## src/rtl/class_arbiter_pkg.sv

```systemverilog
// Shared definitions for the class arbiter: link-state encodings, word layout
// and the two-phase grant FSM states.
package class_arbiter_pkg;

    localparam int DATA_WIDTH = 12;
    localparam int CLASS_MSB  = 11;
    localparam int CLASS_LSB  = 10;
    localparam int DEST_BIT   = 9;

    localparam logic [3:0] ST_RESET  = 4'b0001;
    localparam logic [3:0] ST_IDLE   = 4'b0100;
    localparam logic [3:0] ST_ACTIVE = 4'b1000;

    typedef enum logic {
        PH_GRANT   = 1'b0,
        PH_RECOVER = 1'b1
    } phase_e;

endpackage

```

## src/rtl/class_arbiter_rr_pick4.sv

```systemverilog
// Combinational 4-way round-robin picker: the first requester at or after ptr
// (wrapping 3 -> 0) wins.
module rr_pick4 (
    input  logic [3:0] req,
    input  logic [1:0] ptr,
    output logic       gnt_valid,
    output logic [1:0] gnt_idx
);

    logic [1:0] cand;

    // Walk from the farthest offset back to ptr so the closest requester is the last writer.
    always_comb begin
        gnt_valid = 1'b0;
        gnt_idx   = ptr;
        cand      = ptr;
        for (int k = 3; k >= 0; k--) begin
            cand = ptr + 2'(k);
            if (req[cand]) begin
                gnt_valid = 1'b1;
                gnt_idx   = cand;
            end
        end
    end

endmodule

```

## src/rtl/class_arbiter.sv

```systemverilog
// Drains four class FIFOs round-robin, one word per two cycles, and routes each
// word to destination FIFO d0 or d1 by its DEST_BIT.
module class_arbiter
    import class_arbiter_pkg::*;
(
    input  logic                  clk,
    input  logic                  reset,
    input  logic [3:0]            state,
    input  logic                  empty_0,
    input  logic                  empty_1,
    input  logic                  empty_2,
    input  logic                  empty_3,
    input  logic [DATA_WIDTH-1:0] data_in_0,
    input  logic [DATA_WIDTH-1:0] data_in_1,
    input  logic [DATA_WIDTH-1:0] data_in_2,
    input  logic [DATA_WIDTH-1:0] data_in_3,
    output logic                  pop_0,
    output logic                  pop_1,
    output logic                  pop_2,
    output logic                  pop_3,
    input  logic                  almost_full_d0,
    input  logic                  almost_full_d1,
    output logic                  push_d0,
    output logic                  push_d1,
    output logic [DATA_WIDTH-1:0] data_out,
    output logic                  idle
);

    logic [3:0]            empty_v;
    logic [DATA_WIDTH-1:0] word [4];
    logic [3:0]            eligible;
    logic                  gnt_valid;
    logic [1:0]            gnt_idx;
    logic [DATA_WIDTH-1:0] gnt_word;
    logic                  run;

    phase_e                phase_q,    phase_d;
    logic [1:0]            rr_ptr_q,   rr_ptr_d;
    logic [3:0]            pop_q,      pop_d;
    logic [1:0]            push_q,     push_d;
    logic [DATA_WIDTH-1:0] data_out_q, data_out_d;
    logic                  idle_q,     idle_d;

    assign empty_v = {empty_3, empty_2, empty_1, empty_0};
    assign word[0] = data_in_0;
    assign word[1] = data_in_1;
    assign word[2] = data_in_2;
    assign word[3] = data_in_3;
    assign run     = (state == ST_IDLE) || (state == ST_ACTIVE);

    // A class whose destination is nearly full is skipped, not waited on.
    // NOTE: every always_comb output gets a default first so no path can infer a latch.
    always_comb begin
        eligible = '0;
        for (int n = 0; n < 4; n++) begin
            eligible[n] = !empty_v[n] &&
                          !(word[n][DEST_BIT] ? almost_full_d1 : almost_full_d0);
        end
    end

    rr_pick4 u_pick (
        .req       (eligible),
        .ptr       (rr_ptr_q),
        .gnt_valid (gnt_valid),
        .gnt_idx   (gnt_idx)
    );

    assign gnt_word = word[gnt_idx];

    always_comb begin
        phase_d    = phase_q;
        rr_ptr_d   = rr_ptr_q;
        pop_d      = '0;
        push_d     = '0;
        data_out_d = data_out_q;
        idle_d     = idle_q;
        if (state == ST_RESET) begin
            phase_d    = PH_GRANT;
            rr_ptr_d   = '0;
            data_out_d = '0;
            idle_d     = 1'b1;
        end else if (run) begin
            idle_d = (&empty_v) && (phase_q == PH_GRANT) && (push_q == 2'b00);
            if (phase_q == PH_GRANT) begin
                if (gnt_valid) begin
                    pop_d[gnt_idx]            = 1'b1;
                    push_d[gnt_word[DEST_BIT]] = 1'b1;
                    data_out_d                = gnt_word;
                    rr_ptr_d                  = gnt_idx + 2'd1;
                    phase_d                   = PH_RECOVER;
                end
            end else begin
                // FIFO flags need a cycle to reflect the pop before the next search.
                phase_d = PH_GRANT;
            end
        end
    end

    // NOTE: state registers use non-blocking assignments so every flop samples pre-edge values.
    always_ff @(posedge clk) begin
        if (reset) begin
            phase_q    <= PH_GRANT;
            rr_ptr_q   <= '0;
            pop_q      <= '0;
            push_q     <= '0;
            data_out_q <= '0;
            idle_q     <= 1'b1;
        end else begin
            phase_q    <= phase_d;
            rr_ptr_q   <= rr_ptr_d;
            pop_q      <= pop_d;
            push_q     <= push_d;
            data_out_q <= data_out_d;
            idle_q     <= idle_d;
        end
    end

    assign pop_0    = pop_q[0];
    assign pop_1    = pop_q[1];
    assign pop_2    = pop_q[2];
    assign pop_3    = pop_q[3];
    assign push_d0  = push_q[0];
    assign push_d1  = push_q[1];
    assign data_out = data_out_q;
    assign idle     = idle_q;

endmodule
```

## config.mk

```make
export PLATFORM = sky130hd
export DESIGN_NAME = class_arbiter
export DESIGN_NICKNAME = d
export VERILOG_FILES = /design/src/rtl/class_arbiter_pkg.sv /design/src/rtl/class_arbiter_rr_pick4.sv /design/src/rtl/class_arbiter.sv
export SDC_FILE = /design/constraint.sdc
export NUM_CORES = 1
export LEC_CHECK = 0
export CAP_MARGIN = 20
export CORE_ASPECT_RATIO = 1.1
export CORE_UTILIZATION = 37
export CTS_BUF_LIST = sky130_fd_sc_hd__clkbuf_8
export DETAILED_ROUTE_END_ITERATION = 8
export PLACE_DENSITY = 0.84
export SLEW_MARGIN = 10
export SYNTH_ARGS = -nofsm -noshare
export SYNTH_HDL_FRONTEND = slang
export SYNTH_SLANG_ARGS = --single-unit
```

## constraint.sdc

```tcl
create_clock -name clk -period 2.5 [get_ports clk]
set_clock_uncertainty 0.1 [all_clocks]
set_input_delay 0.375 -clock clk [delete_from_list [all_inputs] [get_ports clk]]
set_output_delay 0.375 -clock clk [all_outputs]
set_load 0.02 [all_outputs]
```

==> impl_results.html, run 1 <==
<table>
<tr><th>Metric</th><th>Value</th></tr>
<tr><th colspan="2">Power and ir drop</th></tr>
<tr><td>Part of the power in combinational logic</td><td>0.390</td></tr>
<tr><td>Net Sw Power</td><td>about 300 uW</td></tr>
<tr><td>Post-layout total power</td><td>a little over 1000 uW</td></tr>
<tr><td>LEAKAGE</td><td>roughly 0.0011 uW</td></tr>
<tr><td>Internal power component</td><td>around 730 uW</td></tr>
<tr><td>Share of total power in sequential cells</td><td>0.357</td></tr>
<tr><td>Clock power share</td><td>0.254</td></tr>
<tr><td>Peak ir drop on the vdd network</td><td>approximately 0.00019 V</td></tr>
<tr><td>Switching power as a share of total power</td><td>0.2973</td></tr>
<tr><td>Cell area power density</td><td>about 390 nW/um^2</td></tr>
<tr><th colspan="2">Route</th></tr>
<tr><td>DRT Wirelength</td><td>4659 um</td></tr>
<tr><td>Detail-routed net length per standard cell</td><td>13.99 um</td></tr>
<tr><td>Via density per instance</td><td>5.264</td></tr>
<tr><td>Via count</td><td>1753</td></tr>
<tr><td>First-iteration detailed-routing DRC count</td><td>79</td></tr>
<tr><td>Number of iterations in the first detailed-routing pass</td><td>4</td></tr>
<tr><td>Number of antenna-violating nets in the routed design</td><td>0</td></tr>
<tr><td>Residual DRC count</td><td>0</td></tr>
<tr><th colspan="2">Placed design</th></tr>
<tr><td>Final weighted congestion of routability-driven global placement</td><td>a little under 0.8</td></tr>
<tr><td>Cell area after placement</td><td>around 2600 um^2</td></tr>
<tr><td>I/O Buffers</td><td>78</td></tr>
<tr><td>DP HPWL</td><td>~3500 um</td></tr>
<tr><th colspan="2">Status</th></tr>
<tr><td>Result of the run</td><td>finished, final reports clean</td></tr>
<tr><th colspan="2">Timing</th></tr>
<tr><td>Max-slew violation count</td><td>0</td></tr>
<tr><td>Setup Total Neg Slack</td><td>0 ps</td></tr>
<tr><td>Number of setup violations in the final report</td><td>0</td></tr>
<tr><td>Share of the clock period used by the worst path after layout</td><td>0.9517</td></tr>
<tr><td>Fin crit period</td><td>roughly 2400 ps</td></tr>
<tr><td>Transition at the pin with the smallest max-transition slack</td><td>~600 ps</td></tr>
<tr><td>Headroom to the max-slew limit</td><td>0.6085</td></tr>
<tr><td>Final Hold Violating Endpoints</td><td>0</td></tr>
<tr><td>RSZ-0062 raised after global routing</td><td>false</td></tr>
<tr><td>FMAX</td><td>~420 MHz</td></tr>
<tr><th colspan="2">Worst setup path</th></tr>
<tr><td>Chain of cells forming the critical path</td><td>clkdlybuf4s50_1 -&gt; nand2b_1 -&gt; a41o_1 -&gt; a211o_1 -&gt; or2_1 -&gt; a211o_1 -&gt; o211ai_1</td></tr>
<tr><td>Worst Path Class, Setup</td><td>in -&gt; reg</td></tr>
<tr><td>CP dominant cell by count</td><td>a211o_1</td></tr>
<tr><td>Delay contributed by the slowest stage of the critical path</td><td>roughly 550 ps</td></tr>
<tr><td>Endpoint class of the critical path</td><td>register</td></tr>
<tr><td>Critical Path Slowest Stage Cell</td><td>clkdlybuf4s50_1</td></tr>
<tr><td>Critical path buffers and inverters</td><td>1</td></tr>
<tr><td>CP Launch Type</td><td>primary input</td></tr>
<tr><td>Maximum fanout along the worst path</td><td>12</td></tr>
<tr><td>Arr. time, crit path</td><td>~2500 ps</td></tr>
<tr><td>Kind of cell adding the most delay to the critical path</td><td>compound AO/OA/AOI/OAI gates</td></tr>
<tr><td>Data required time at the worst endpoint</td><td>2590 ps</td></tr>
<tr><th colspan="2">Clock tree</th></tr>
<tr><td>Num Clock Sinks</td><td>22</td></tr>
<tr><td>Clock tree from TritonCTS</td><td>built</td></tr>
<tr><td>Inserted Clock Buffers</td><td>3</td></tr>
<tr><td>Buffer levels on the longest clock path</td><td>2</td></tr>
<tr><td>Clock-pin slew of the registers on the worst-case setup and hold paths</td><td>~80 ps</td></tr>
<tr><td>H-Tree Depth</td><td>1</td></tr>
<tr><td>Hold buffers post-CTS</td><td>0</td></tr>
<tr><td>Master cell of the clock root buffer</td><td>clkbuf_8</td></tr>
<tr><td>Clock latency on the worst-skew pair</td><td>between 200 and 300 ps</td></tr>
<tr><th colspan="2">Floorplan</th></tr>
<tr><td>Die X</td><td>63.42 um</td></tr>
<tr><td>Die boundary height</td><td>around 70 um</td></tr>
<tr><td>Cell row count</td><td>24</td></tr>
<tr><td>Area of the core</td><td>just under 4000 um^2</td></tr>
<tr><td>Area of the die</td><td>around 4400 um^2</td></tr>
<tr><td>Num ports</td><td>79</td></tr>
<tr><td>Initial Util</td><td>0.3873</td></tr>
<tr><th colspan="2">Global routing</th></tr>
<tr><td>Total track usage</td><td>0.2209</td></tr>
<tr><td>Number of antenna violations at the first check in global routing</td><td>0</td></tr>
<tr><td>Global-route wire length before repair</td><td>just under 8000 um</td></tr>
<tr><td>Largest net degree at the start of global routing</td><td>14</td></tr>
<tr><td>Residual overflow from global routing</td><td>0</td></tr>
<tr><td>Vias in the first global route</td><td>1770</td></tr>
<tr><th colspan="2">Yosys</th></tr>
<tr><td>Unique masters post-synth</td><td>44</td></tr>
<tr><td>Synthesized netlist cell count</td><td>175</td></tr>
<tr><td>Register area share after synthesis</td><td>0.2869</td></tr>
<tr><td>Yosys synthesis warning count</td><td>0</td></tr>
<tr><td>Number of nets produced by synthesis</td><td>~240</td></tr>
<tr><td>Avg Cell Area, Syn</td><td>slightly below 9 um^2</td></tr>
<tr><td>Area of the mapped netlist</td><td>between 1500 and 2000 um^2</td></tr>
<tr><td>Most used flip-flop cell after synthesis</td><td>dfxtp_1</td></tr>
<tr><td>Flip-flop and latch count after synthesis</td><td>22</td></tr>
<tr><td>Number of enable flip-flop cells after synthesis</td><td>0</td></tr>
<tr><td>Async S/R FF share, synth</td><td>0</td></tr>
<tr><th colspan="2">Final layout</th></tr>
<tr><td>Net count, final</td><td>approximately 350</td></tr>
<tr><td>Layout cells sized above 1</td><td>0.2206</td></tr>
<tr><td>Area overhead of the layout relative to synthesis</td><td>74.65%</td></tr>
<tr><td>Cell area after layout</td><td>between 2000 and 3000 um^2</td></tr>
<tr><td>Count of antenna diodes in the layout</td><td>0</td></tr>
<tr><th colspan="2">Flow run</th></tr>
<tr><td>Max Cap Viol</td><td>0</td></tr>
<tr><th colspan="2">Hold path</th></tr>
<tr><td>Hold Path Class</td><td>reg -&gt; reg</td></tr>
</table>
## cells by family after synthesis
group	count (synthesis)	share of synthesized area
flops	22	0.2869
mux	17	0.1182
fa+ha+maj	4	0.03260
buf+inv	13	0.05216
xor+xnor	1	0.005706
simple gates	64	0.2217
compound gates	54	0.2828
## power by group through the flow
| stage | Clock [uW] | Combinational (uW) | Sequential, uW |
|---|---|---|---|
| 4_1_cts | 268 | 398 | 370 |
| 6_report | 263 | 404 | 370 |
| 2_1_floorplan | 0 | 183 | 388 |
| 5_1_grt | 288 | 439 | 371 |
| 3_5_place_dp | 0 | 387 | 377 |
| 3_3_place_gp | 0 | 383 | 377 |
## layout make-up
cell class | count | area, um^2
inverter | 3 | 11.26
tap | 52 | 65.06
timing repair buffer | 112 | 1046
clock buffer | 4 | 55.05
fill | 327 | 1282
multi-input combinational | 140 | 1064
sequential | 22 | 440.4
## worst register-to-register path, delay by kind of cell (launching register included)
kind | cells | cell delay, ps
simple gates | 3 | 790
buf+inv | 1 | 210
flops | 1 | 390
compound gates | 2 | 290
## Yosys cell counts (3+ instances only)
library cell / instances / area (um^2)
a211o_1: 12 / 105.1
a21oi_1: 3 / 15.01
and2_1: 7 / 43.79
buf_2: 3 / 15.01
clkbuf_1: 4 / 15.01
dfxtp_1: 22 / 440.4
ha_1: 4 / 50.05
inv_1: 3 / 11.26
mux2i_1: 14 / 140.1
nand2_1: 17 / 63.81
nand2b_1: 3 / 18.77
nand3_1: 16 / 80.08
nor2_1: 5 / 18.77
nor3_1: 3 / 15.01
o211ai_1: 3 / 22.52
o211ai_2: 8 / 100.1
o21ai_0: 13 / 65.06
o22ai_1: 3 / 18.77
or2_2: 3 / 18.77
## worst paths after layout
path	to	cells after the start	startpoint	slack (ps)
worst max-delay path	data_out[11]$_SDFFE_PP0P_	7	empty_2	120
worst min-delay path	data_out[4]$_SDFFE_PP0P_	2	data_out[4]$_SDFFE_PP0P_	380
worst max register to register	data_out[9]$_SDFFE_PP0P_	6	rr_ptr_q[1]$_SDFFE_PP0P_	600
worst min register to register	data_out[4]$_SDFFE_PP0P_	2	data_out[4]$_SDFFE_PP0P_	380
## layer usage
layer | GRT usage | vias to the layer above | share of wire
met3 | 0.04934 | 9 | 0.064
met2 | 0.3771 | 65 | 0.51
met1 | 0.2680 | 809 | 0.42
li1 | - | 870 | -
met5 | 0 | - | 0
met4 | 0.07828 | 0 | 0.015
## state kept, by name, indices dropped and copies added, names as in the netlist
signal	flops
data_out	12
pop_q	4
push_q	2
rr_ptr_q	2
idle	1
phase_q	1
## what timing repair did
action / CTS / global route
buffers inserted: 0 / 1
endpoints found under the setup margin: 17 / 6
pin swaps: 0 / 0
resized for setup: 12 / 4
## per-stage QoR
stage	hold WS (ps)	utilization	std cells	setup WS [ps]
2_1_floorplan	348.3	-	175	43.42
3_3_place_gp	350.8	0.6506	328	-382.6
3_5_place_dp	364.9	0.6506	328	-409.7
4_1_cts	387.7	0.6708	332	38.90
5_1_grt	413.9	0.6765	333	36.25
6_report	382.5	0.6765	333	120.8
## layout by cell type (no fill, tap or decap), types with 2 or more instances in the layout
| master | instances |
|---|---|
| and2_1 | 7 |
| mux2_4 | 3 |
| nor3_1 | 3 |
| inv_1 | 3 |
| ha_1 | 4 |
| o211ai_1 | 3 |
| dlygate4sd2_1 | 4 |
| o21bai_1 | 2 |
| clkbuf_8 | 4 |
| o21ai_1 | 2 |
| o21ai_0 | 11 |
| dfxtp_1 | 22 |
| o22ai_1 | 3 |
| or2_2 | 3 |
| nand2_1 | 17 |
| nor2_1 | 5 |
| nand2b_1 | 3 |
| a21oi_1 | 3 |
| a211o_1 | 12 |
| mux2i_1 | 13 |
| buf_4 | 33 |
| o211ai_2 | 8 |
| clkdlybuf4s50_1 | 73 |
| nand3_1 | 16 |
(Power assumes the default switching activity.)
==> inputs of run 2 (changes only) <==
--- a/config.mk
+++ b/config.mk
@@ -5,6 +5,7 @@
 export SDC_FILE = /design/constraint.sdc
 export NUM_CORES = 1
 export LEC_CHECK = 0
+export ABC_AREA = 0
 export CAP_MARGIN = 20
 export CORE_ASPECT_RATIO = 1.1
 export CORE_UTILIZATION = 37
==> results of run 2 <==
No change in the layout: final DEF, timing and power equal those of run 1.
